**config.mk**
```make
export PLATFORM = sky130hd
export DESIGN_NAME = writeback_unit
export DESIGN_NICKNAME = d
export VERILOG_FILES = /design/src/rtl/writeback_unit.sv
export SDC_FILE = /design/constraint.sdc
export NUM_CORES = 1
export LEC_CHECK = 0
export CAP_MARGIN = 20
export CORE_ASPECT_RATIO = 1.75
export CORE_MARGIN = 2
export CORE_UTILIZATION = 45
export DETAILED_ROUTE_END_ITERATION = 8
export MAX_ROUTING_LAYER = met4
export PLACE_DENSITY = 0.73
export SETUP_SLACK_MARGIN = 0.1
export SLEW_MARGIN = 20
export SYNTH_ARGS = -nofsm -noshare
export SYNTH_HDL_FRONTEND = slang
export SYNTH_SLANG_ARGS = --single-unit
```
**constraint.sdc**
```tcl
create_clock -name clk -period 4.5 [get_ports clk]
set_input_delay 0.45 -clock clk [delete_from_list [all_inputs] [get_ports clk]]
set_output_delay 0.45 -clock clk [all_outputs]
set_load 0.01 [all_outputs]
```
**src/rtl/writeback_unit.sv**
```systemverilog
// writeback_unit: arbitrates MEM-stage and queued mul/div results onto the register file write port
module writeback_unit #(
    parameter int DEPTH      = 2,
    parameter int STARVE_MAX = 4
) (
    input  logic        clk,
    input  logic        rst,
    input  logic        mem_valid,
    input  logic        mem_reg_write,
    input  logic        mem_mem_to_reg,
    input  logic [4:0]  mem_dest,
    input  logic [31:0] mem_alu_result,
    input  logic [31:0] mem_load_data,
    input  logic        md_valid,
    output logic        md_ready,
    input  logic [4:0]  md_dest,
    input  logic [31:0] md_data,
    output logic [4:0]  write_reg,
    output logic [31:0] write_data,
    output logic        reg_we,
    output logic        stall_req
);
    localparam int AW = $clog2(DEPTH);
    localparam int CW = $clog2(STARVE_MAX + 1);
    logic [AW:0]   wr_ptr, rd_ptr;
    logic [4:0]    dest_q [DEPTH];
    logic [31:0]   data_q [DEPTH];
    logic [CW-1:0] cnt, cnt_nx;
    logic          empty, full, pipe_wr, push, pop, blocked;
    assign empty    = wr_ptr == rd_ptr;
    assign full     = (wr_ptr[AW] != rd_ptr[AW]) && (wr_ptr[AW-1:0] == rd_ptr[AW-1:0]);
    assign md_ready = !rst && !full;
    assign pipe_wr  = mem_valid && mem_reg_write && (mem_dest != 5'd0);
    // $0 results complete the handshake but never occupy an entry
    assign push     = md_valid && md_ready && (md_dest != 5'd0);
    assign pop      = !pipe_wr && !empty;
    assign blocked  = pipe_wr && !empty;
    // starvation count saturates so a persistent pipeline keeps the request raised
    always_comb cnt_nx = !blocked ? '0 : (cnt == CW'(STARVE_MAX)) ? cnt : cnt + 1'b1;
    // FIFO storage needs no reset; pointers define validity
    always_ff @(posedge clk) begin
        if (push) begin
            dest_q[wr_ptr[AW-1:0]] <= md_dest;
            data_q[wr_ptr[AW-1:0]] <= md_data;
        end
    end
    // pointers, starvation tracking and the registered write port
    always_ff @(posedge clk) begin
        if (rst) begin
            wr_ptr     <= '0;
            rd_ptr     <= '0;
            cnt        <= '0;
            stall_req  <= 1'b0;
            write_reg  <= 5'd0;
            write_data <= 32'd0;
            reg_we     <= 1'b0;
        end else begin
            wr_ptr     <= wr_ptr + (AW+1)'(push);
            rd_ptr     <= rd_ptr + (AW+1)'(pop);
            cnt        <= cnt_nx;
            stall_req  <= cnt_nx == CW'(STARVE_MAX);
            write_reg  <= pipe_wr ? mem_dest : pop ? dest_q[rd_ptr[AW-1:0]] : 5'd0;
            write_data <= pipe_wr ? (mem_mem_to_reg ? mem_load_data : mem_alu_result) :
                          pop ? data_q[rd_ptr[AW-1:0]] : 32'd0;
            reg_we     <= pipe_wr || pop;
        end
    end
endmodule

```
**Word level (Yosys, flattened, before mapping)**

Memory sizes are Yosys's and may differ from the RTL's. A register that Yosys moved wholly into a read port is not among the register bits.
Cells that the tools add are included.

- Add/sub/neg operators: 3
- Multipliers: 0
- Divide/modulo/power cells: 0
- $lt $le $gt $ge: 0
- Eq/ne operators: 5
- Shift-type cells: 0
- Mux-type cells: 11
- Bitwise gates (word level): 0
- Reductions and logical operators: 15

Operator list:

| cell | count |
|---|---|
| 2-to-1 mux 32 bit | 3 |
| 2-to-1 mux 5 bit | 2 |
| nonzero test 5 bit | 2 |
| logical AND 1 bit | 8 |
| equality test 3 bit, second input constant | 2 |
| 2-to-1 mux 3 bit | 2 |
| adder 2 x 1 -> 2 bit | 2 |
| zero test 1 bit | 4 |
| 2-to-1 mux 1 bit | 4 |
| adder 3 x 1 -> 3 bit, second input constant | 1 |
| equality test 2 bit | 1 |
| equality test 1 bit | 1 |
| logical OR 1 bit | 1 |
| != test 1 bit | 1 |

- Flip-flop bits (word level): 46
- Latch bits: 0
- Memory bits (writable): 74
- ROM bits: 0
- Output and inout bits: 40
- Logic and storage cells: 43
- Memories kept: 2

Memory list:

| name | words | bits a word | rd ports | clocked after memory_dff | wr ports | RTL line | source |
|---|---|---|---|---|---|---|---|
| data_q | 2 | 32 | 1 | 1 | 1 | 27 | `logic [31:0] data_q [DEPTH];` |
| dest_q | 2 | 5 | 1 | 1 | 1 | 26 | `logic [4:0] dest_q [DEPTH];` |

**Logic depth before layout (Yosys ltp)**

Gate-level depths: netlist of run 1.

- Depth after elaboration: 8
- Gate-level depth with buffers: 8

**Worst setup path before layout of run 1**

OpenSTA, ideal clock, no wires.

- Kind: register -> register
- From: register rd_ptr[0]
- To: memory data_q[1][0], enable pin
- Arrival: 2.224 ns
- Required time: 4.101 ns
- Path slack: 1.877 ns
- Stages on the path, launching flop included: 7
- Path buffers: 2
- Period minus slack after synthesis: 2.623 ns
- Path through: dfxtp_1 > clkbuf_1 > buf_4 > xnor2_1 > a21oi_1 > o311a_1 > ha_1

- Word-level cells in the longest chain between the ends: 8

Ends and longest elaborated chain:

| what | RTL line | source |
|---|---|---|
| start: declaration | 25 | `logic [AW:0] wr_ptr, rd_ptr;` |
| start signal: assignment | 59 | `rd_ptr <= rd_ptr + (AW+1)'(pop);` |
| equality test 1 bit | 31 | `assign full = (wr_ptr[AW] != rd_ptr[AW]) && (wr_ptr[AW-1:0] == rd_ptr[AW-1:0]);` |
| logical AND 1 bit | 31 |  |
| zero test 1 bit | 32 | `assign md_ready = !rst && !full;` |
| logical AND 1 bit | 32 |  |
| net md_ready | 15 | `output logic md_ready,` |
| logical AND 1 bit (2 in a row) | 35 | `assign push = md_valid && md_ready && (md_dest != 5'd0);` |
| 2-to-1 mux 1 bit | 42 | `if (push) begin` |
| 2-to-1 mux 1 bit (not written as such) | 44 | `data_q[wr_ptr[AW-1:0]] <= md_data;` |
| end: declaration | 27 |  |

The timed path passes the listed nets, and every way through them passes these cells.

**Worst setup path in the final report of run 1**

- From: input port mem_valid
- To: register rd_ptr[1]

- Word-level cells in the longest chain between the ends: 5

Ends and longest elaborated chain:

| what | RTL line | source |
|---|---|---|
| start: declaration | 8 | `input logic mem_valid,` |
| logical AND 1 bit (2 in a row) | 33 | `assign pipe_wr = mem_valid && mem_reg_write && (mem_dest != 5'd0);` |
| zero test 1 bit | 36 | `assign pop = !pipe_wr && !empty;` |
| logical AND 1 bit | 36 |  |
| adder 2 x 1 -> 2 bit | 59 |  |

Every way passes these cells.
A chain may end at the register's enable or synchronous reset.

==> results.md, run 1 <==
* Total grt overflow at 0
* Fin. Hold Viols at 0
* Die ar. at 12,000 um2
* Peak supply drop at 0.310 mV
* Worst path most repeated cell: nor2_1
* Crit path DAT at 2.83 ns
* Post-DP HPWL at 8090 um
* Fin crit share at 56.6%
* Number of H-tree levels at 4
* Slew @ Worst Pin at 0.986 ns
* M2 GR Usage at 39.2%
* Final Net Count at 599
* Worst setup SP type: input port
* Final setup vio count at 0
* Rows at 51
* RSZ-0062 raised after global routing: false
* Max Fanout on Critical Path at 38
* Post CTS Setup Buffer Count at 0
* Hold_buf cts at 0
* HP Class: reg -> reg
* Largest net degree at the start of global routing at 40
* Hold path endpoint: wr_ptr[1]
* Max stage delay cell, worst path: o21a_2
* Status: complete, no violations
* WHS Path Cells at 2
* Area occupied by multi-input gates at 1700 um2
* Seq. cell area at 3140 um2
* Fin Setup TNS at 0 ns
* Mean Syn Cell Area at 14.7 um2
* Routability Congestion at 0.782
* Sequential fraction of the synthesis area at 62.9%
* Max_cap viols at 0
* Share of cells above drive strength 1 at 17.8%
* Area Growth Syn to Fin at 42.5%
* First-pass GRT wire length at 18,200 um
* Detailed-route wire length per cell at 18.9 um
* Post-synth EDFFs at 74
* Die Ht at 143 um
* Ys flop type: edfxtp_1
* Initial antenna violation count at 1
* Critical R2R Capture: write_data[31]
* GR Util met1 at 18.9%
* Max FFs per register at 64
* Ys Warns at 0
* Critical R2R Launch: rd_ptr[0]
* I/O Buffers at 151
* R2R Setup Slk at 2.24 ns
* CP Cell Sequence: clkdlybuf4s50_1 > and2_1 > buf_4 > o21a_2 > nor2_1 > ha_1 > xnor2_1 > nor2_1
* Worst path max stage delay at 0.87 ns
* Vias in the first global route at 3,640
* Seq cells post-synth at 120
* P per Cell Area at 461 nW/um2
* Count of cells resized by post-cts repair at 0
* Non-filler cells in the finished layout at 628
* DR iter-0 viols at 101
* CP bufs+invs at 2
* Via Count at 3,431
* Clock Path Buffers at 2
* Distinct cell type count of the synthesized netlist at 37
* Post-DRT Antenna Nets at 0
* Worst slack, placed at 1.53 ns
* Die width at 83.7 um
* Worst EP required at 4.78 ns
* CP startpoint: mem_valid
* Worst-path clk slew at 0.05 ns
* Ys async rst share at 0%
* DRT Pass-1 Iters at 5
* WS Path Type: in -> reg
* Number of fill cells at 866
* DRT Wirelength at 11,800 um
* Routing usage on met3 at 6.20%
* Busiest grt layer: met2
* Max Freq at 392 MHz
* Clk_lat worst skew at 0.41 ns
* FF-to-FF path depth at 5
* Tot Pwr at 3.28 mW
* Clk root buf: clkbuf_16
* Clock Skews at 0.00859 ns
* CTS Sinks at 120
* Minimum clock period at 2.55 ns
* Vias per cell at 5.46
* Worst Slack Setup Final at 1.95 ns
* Net Count, Synth at 456
* I/O pins at 152
* GRT Util Overall at 20.8%
* Drt drc at 0
* Leakage at 2.42 nW
* CTS tree: yes
* CP endpoint kind: flop
* Core area at 11,000 um2
* Dpl cells at 595
* Hold Path Origin: wr_ptr[1]
* Rel. slew slack at 34.3%
* Starting density of the core at 45.6%
* Fin. max-slew vios at 0
* CP top delay family: compound AO/OA/AOI/OAI gates
* TritonCTS Buffers at 17
* Synthesized instance count at 339
* Mapped Area at 5000 um2
## how the worst max path moves through the flow
stage              endpoint  depth (start not counted)  slack (ns)
6_report          rd_ptr[1]                          8        1.95
5_1_grt           rd_ptr[1]                          8        1.73
4_1_cts           rd_ptr[1]                          8        1.96
3_5_place_dp      rd_ptr[1]                          8        1.53
3_3_place_gp      rd_ptr[0]                          7        1.60
2_1_floorplan  data_q[1][0]                          6        1.88
## kinds of logic after synthesis
kind of cell	count (synthesis)	share of synthesized area, %
mux	69	14.6
compound gates	78	14.4
flops	120	62.9
xor+xnor	5	0.876
buf+inv	38	3.43
fa+ha+maj	5	1.25
simple gates	24	2.58
## worst min-delay path: stages, from the launching register on
cell	delay, ns
dfxtp_1	0.37
xnor2_1	0.09
nor2_1	0.07
## cell usage after synthesis, drive strengths merged (3+ instances only)
library cell | n | area [um2]
edfxtp | 74 | 2220
dfxtp | 46 | 921
nor3 | 4 | 20.0
nand3 | 3 | 15.0
a21oi | 3 | 15.0
clkbuf | 19 | 71.3
mux2i | 37 | 370
mux2 | 32 | 360
ha | 5 | 62.6
inv | 4 | 15.0
o41ai | 3 | 26.3
o2111ai | 32 | 280
xnor2 | 3 | 26.3
o21ai | 3 | 15.0
nor2 | 6 | 22.5
o31ai | 34 | 355
buf | 14 | 81.3
## area by class of cell
type / instances / area share [%]
diodes: 2 / 0.0702
inverters: 5 / 0.263
flip-flops and latches: 120 / 44.1
multi-input cells: 181 / 23.9
repair buffers: 157 / 21.8
well taps: 132 / 2.32
clock inverters: 5 / 0.667
clock buffers: 26 / 6.87
## metrics by stage
stage	cell area, um2	util, %	hold WS (ns)
after floorplan	5000	-	0.503
after global placement	6580	60.0	0.518
after detailed placement	6580	60.0	0.550
after CTS	7120	64.9	0.563
after global routing	7120	64.9	0.595
final	7120	64.9	0.563
## power breakdown
group	switching [mW]	leakage, nW	internal (mW)	total (mW)
logic	0.368	1.10	0.376	0.745
registers	0.0352	1.06	1.29	1.32
clock network	0.425	0.263	0.792	1.22
## metal layers
| layer | wire length (um) | up-vias | part of all wire (%) |
|---|---|---|---|
| met5 | 0 | - | 0 |
| met2 | 6970 | 122 | 59 |
| li1 | - | 1641 | - |
| met1 | 4020 | 1653 | 34 |
| met4 | 231 | 0 | 2.0 |
| met3 | 616 | 15 | 5.2 |
## placed cells by master (no fill, tap or decap), types with 3 or more instances in the layout
master	synthesis	final
a21oi_1	3	3
buf_4	1	6
clkbuf_1	19	6
clkbuf_16	0	17
clkbuf_8	0	3
clkdlybuf4s50_1	0	150
clkinv_1	1	3
dfxtp_1	46	45
edfxtp_1	74	74
ha_1	5	3
inv_1	4	4
mux2_2	32	32
mux2i_1	37	37
nand3_1	3	3
nor2_1	6	6
nor3_1	4	4
o2111ai_1	32	32
o31ai_1	14	14
o31ai_2	20	20
o41ai_1	3	3
xnor2_1	3	3
(Power assumes the default switching activity.)
==> run 2: changes to the inputs <==
--- a/config.mk
+++ b/config.mk
@@ -8,10 +8,10 @@
 export CAP_MARGIN = 20
 export CORE_ASPECT_RATIO = 1.75
 export CORE_MARGIN = 2
-export CORE_UTILIZATION = 45
+export CORE_UTILIZATION = 42
 export DETAILED_ROUTE_END_ITERATION = 8
 export MAX_ROUTING_LAYER = met4
-export PLACE_DENSITY = 0.73
+export PLACE_DENSITY = 0.72
 export SETUP_SLACK_MARGIN = 0.1
 export SLEW_MARGIN = 20
 export SYNTH_ARGS = -nofsm -noshare
==> constraint.sdc (replaced) <==
create_clock -name clk -period 2.05 [get_ports clk]
set_input_delay 0.205 -clock clk [delete_from_list [all_inputs] [get_ports clk]]
set_output_delay 0.205 -clock clk [all_outputs]
set_load 0.01 [all_outputs]
==> results.md, run 2 (synthesis results as in run 1) <==
* Share of cells above drive strength 1 at 21.8% (was 17.8%)
* Fin. max-slew vios at 0 (unchanged)
* Die Ht at 148 um (was 143 um)
* Worst setup SP type: flop (was input port)
* Clk root buf: clkbuf_16 (unchanged)
* Placed inst area at 6780 um2 (was 6580 um2)
* Clock Skews at 0.00621 ns (was 0.00859 ns)
* Worst Slack Setup Final at 0.264 ns (was 1.95 ns)
* DRT Wirelength at 12,500 um (was 11,800 um)
* Area Growth Syn to Fin at 48.2% (was 42.5%)
* TritonCTS Buffers at 17 (unchanged)
* Core Util, Final at 64.0% (was 64.9%)
* Die ar. at 12,800 um2 (was 12,000 um2)
* Post-DRT Antenna Nets at 0 (unchanged)
* Crit path DAT at 1.89 ns (was 2.83 ns)
* Worst EP required at 2.15 ns (was 4.78 ns)
* Leakage at 2.56 nW (was 2.42 nW)
* HP Class: in -> reg (was reg -> reg)
* Fin crit share at 87.1%
* Routability Congestion at 0.770 (was 0.782)
* Fin. Hold Viols at 0 (unchanged)
* Via Count at 3,580 (was 3,431)
* Rows at 52 (was 51)
* Antenna Diode Count at 0 (was 2)
* Max_cap viols at 0 (unchanged)
* Hold_buf cts at 0 (unchanged)
* Clock Path Buffers at 2 (unchanged)
* Final Net Count at 619 (was 599)
* Seq. cell area at 3140 um2 (unchanged)
* DR iter-0 viols at 154 (was 101)
* Rel. slew slack at 54.4% (was 34.3%)
* Total grt overflow at 0 (unchanged)
* Die width at 86.5 um (was 83.7 um)
* Max FFs per register at 64 (unchanged)
* Non-filler cells in the finished layout at 649 (was 628)
* Vias in the first global route at 3,794 (was 3,640)
* CP endpoint kind: flop (unchanged)
* I/O Buffers at 151 (unchanged)
* CTS Sinks at 120 (unchanged)
* Number of fill cells at 879 (was 866)
* Clk_lat worst skew at 0.40 ns (was 0.41 ns)
* GRT Util Overall at 20.4% (was 20.8%)
* Most frequent cells in the layout: clkdlybuf4s50_1 (149), edfxtp_1 (74), dfxtp_1 (45) (was clkdlybuf4s50_1 (150), edfxtp_1 (74), dfxtp_1 (45))
* Area occupied by multi-input gates at 1730 um2 (was 1700 um2)
* Detailed-route wire length per cell at 19.3 um (was 18.9 um)
* I/O pins at 152 (unchanged)
* Peak supply drop at 0.705 mV (was 0.310 mV)
* Worst slack, placed at -0.0441 ns (was 1.53 ns)
* Core area at 11,600 um2 (was 11,000 um2)
* Initial antenna violation count at 0 (was 1)
* Worst-path clk slew at 0.05 ns (about the same)
* Slew @ Worst Pin at 0.683 ns (was 0.986 ns)
* Largest net degree at the start of global routing at 39 (was 40)
* First-pass GRT wire length at 18,800 um (was 18,200 um)
* Minimum clock period at 1.79 ns
* Number of H-tree levels at 4 (unchanged)
* CTS tree: yes (unchanged)
* Dpl cells at 616 (was 595)
* WS Path Type: reg -> reg (was in -> reg)
* Post-DP HPWL at 8580 um (was 8090 um)
* Final Cell Area at 7410 um2 (was 7120 um2)
* RSZ-0062 raised after global routing: false (unchanged)
* Final setup vio count at 0 (unchanged)
* P per Cell Area at 1030 nW/um2 (was 461 nW/um2)
* Vias per cell at 5.52 (was 5.46)
* Max Freq at 560 MHz
* DRT Pass-1 Iters at 4 (was 5)
* Most common cell after layout, fill and taps aside: clkdlybuf4s50_1 (unchanged)
* Drt drc at 0 (unchanged)
* Status: complete, no violations (unchanged)
* Max Fanout on Critical Path at 11 (was 38)
* Starting density of the core at 43.2% (was 45.6%)
==> run 2: worst paths after layout <==
check	from	end	slack, ns	depth (start not counted)
max reg2reg	rd_ptr[1]	data_q[0][26]	0.26	5
min	md_data[23]	data_q[1][23]	0.38	1
max	rd_ptr[1]	data_q[0][26]	0.26	5
min reg2reg	data_q[0][23]	write_data[23]	0.58	2
==> run 2: cell type report <==
cell class	count	share of cell area [%]
tap	135	2.28
clock buffer	20	5.89
inverter	5	0.253
sequential	120	42.4
timing repair buffer	177	23.8
multi-input combinational	181	23.3
clock inverter	11	2.09
==> run 2: worst max-delay path, stage by stage (launching register included) <==
cell and delay, ns:
dfxtp_1 0.33, xor2_1 0.19, a21oi_2 0.17, o311a_1 0.27
ha_4 0.30, buf_6 0.22
==> run 2: repair_timing <==
item | CTS | global route
setup buffers | 0 | 2
gates resized for setup | 1 | 0
setup endpoints to repair | 1 | 37
==> run 2: per-layer routing <==
metal  GRT usage [%]  part of all wire [%]  up-vias
met5               -                     0        -
met4            8.44                   1.9        0
met3            5.22                   4.5       19
met2            37.0                    58      114
met1            20.2                    36     1770
li1                -                     -     1677
==> run 2: power breakdown <==
| part | internal [mW] | switching (mW) |
|---|---|---|
| logic | 0.892 | 0.852 |
| registers | 2.82 | 0.0781 |
| clock network | 2.01 | 0.982 |
| total | 5.72 | 1.91 |
==> run 2: through the flow <==
step	TNS, ns	power, mW	hold WS [ns]
2_1_floorplan	0	3.90	0.304
3_3_place_gp	-0.0107	4.62	0.527
3_5_place_dp	-1.01	4.67	0.568
4_1_cts	0	7.67	0.367
5_1_grt	0	7.94	0.373
6_report	0	7.63	0.381
==> run 3: changes to the inputs <==
--- a/config.mk
+++ b/config.mk
@@ -5,7 +5,7 @@
 export SDC_FILE = /design/constraint.sdc
 export NUM_CORES = 1
 export LEC_CHECK = 0
-export CAP_MARGIN = 20
+export CAP_MARGIN = 30
 export CORE_ASPECT_RATIO = 1.75
 export CORE_MARGIN = 2
 export CORE_UTILIZATION = 42
@@ -13,7 +13,6 @@
 export MAX_ROUTING_LAYER = met4
 export PLACE_DENSITY = 0.72
 export SETUP_SLACK_MARGIN = 0.1
-export SLEW_MARGIN = 20
 export SYNTH_ARGS = -nofsm -noshare
 export SYNTH_HDL_FRONTEND = slang
 export SYNTH_SLANG_ARGS = --single-unit
==> results of run 3 <==
Final layout, timing and power as in run 2 (identical DEF).
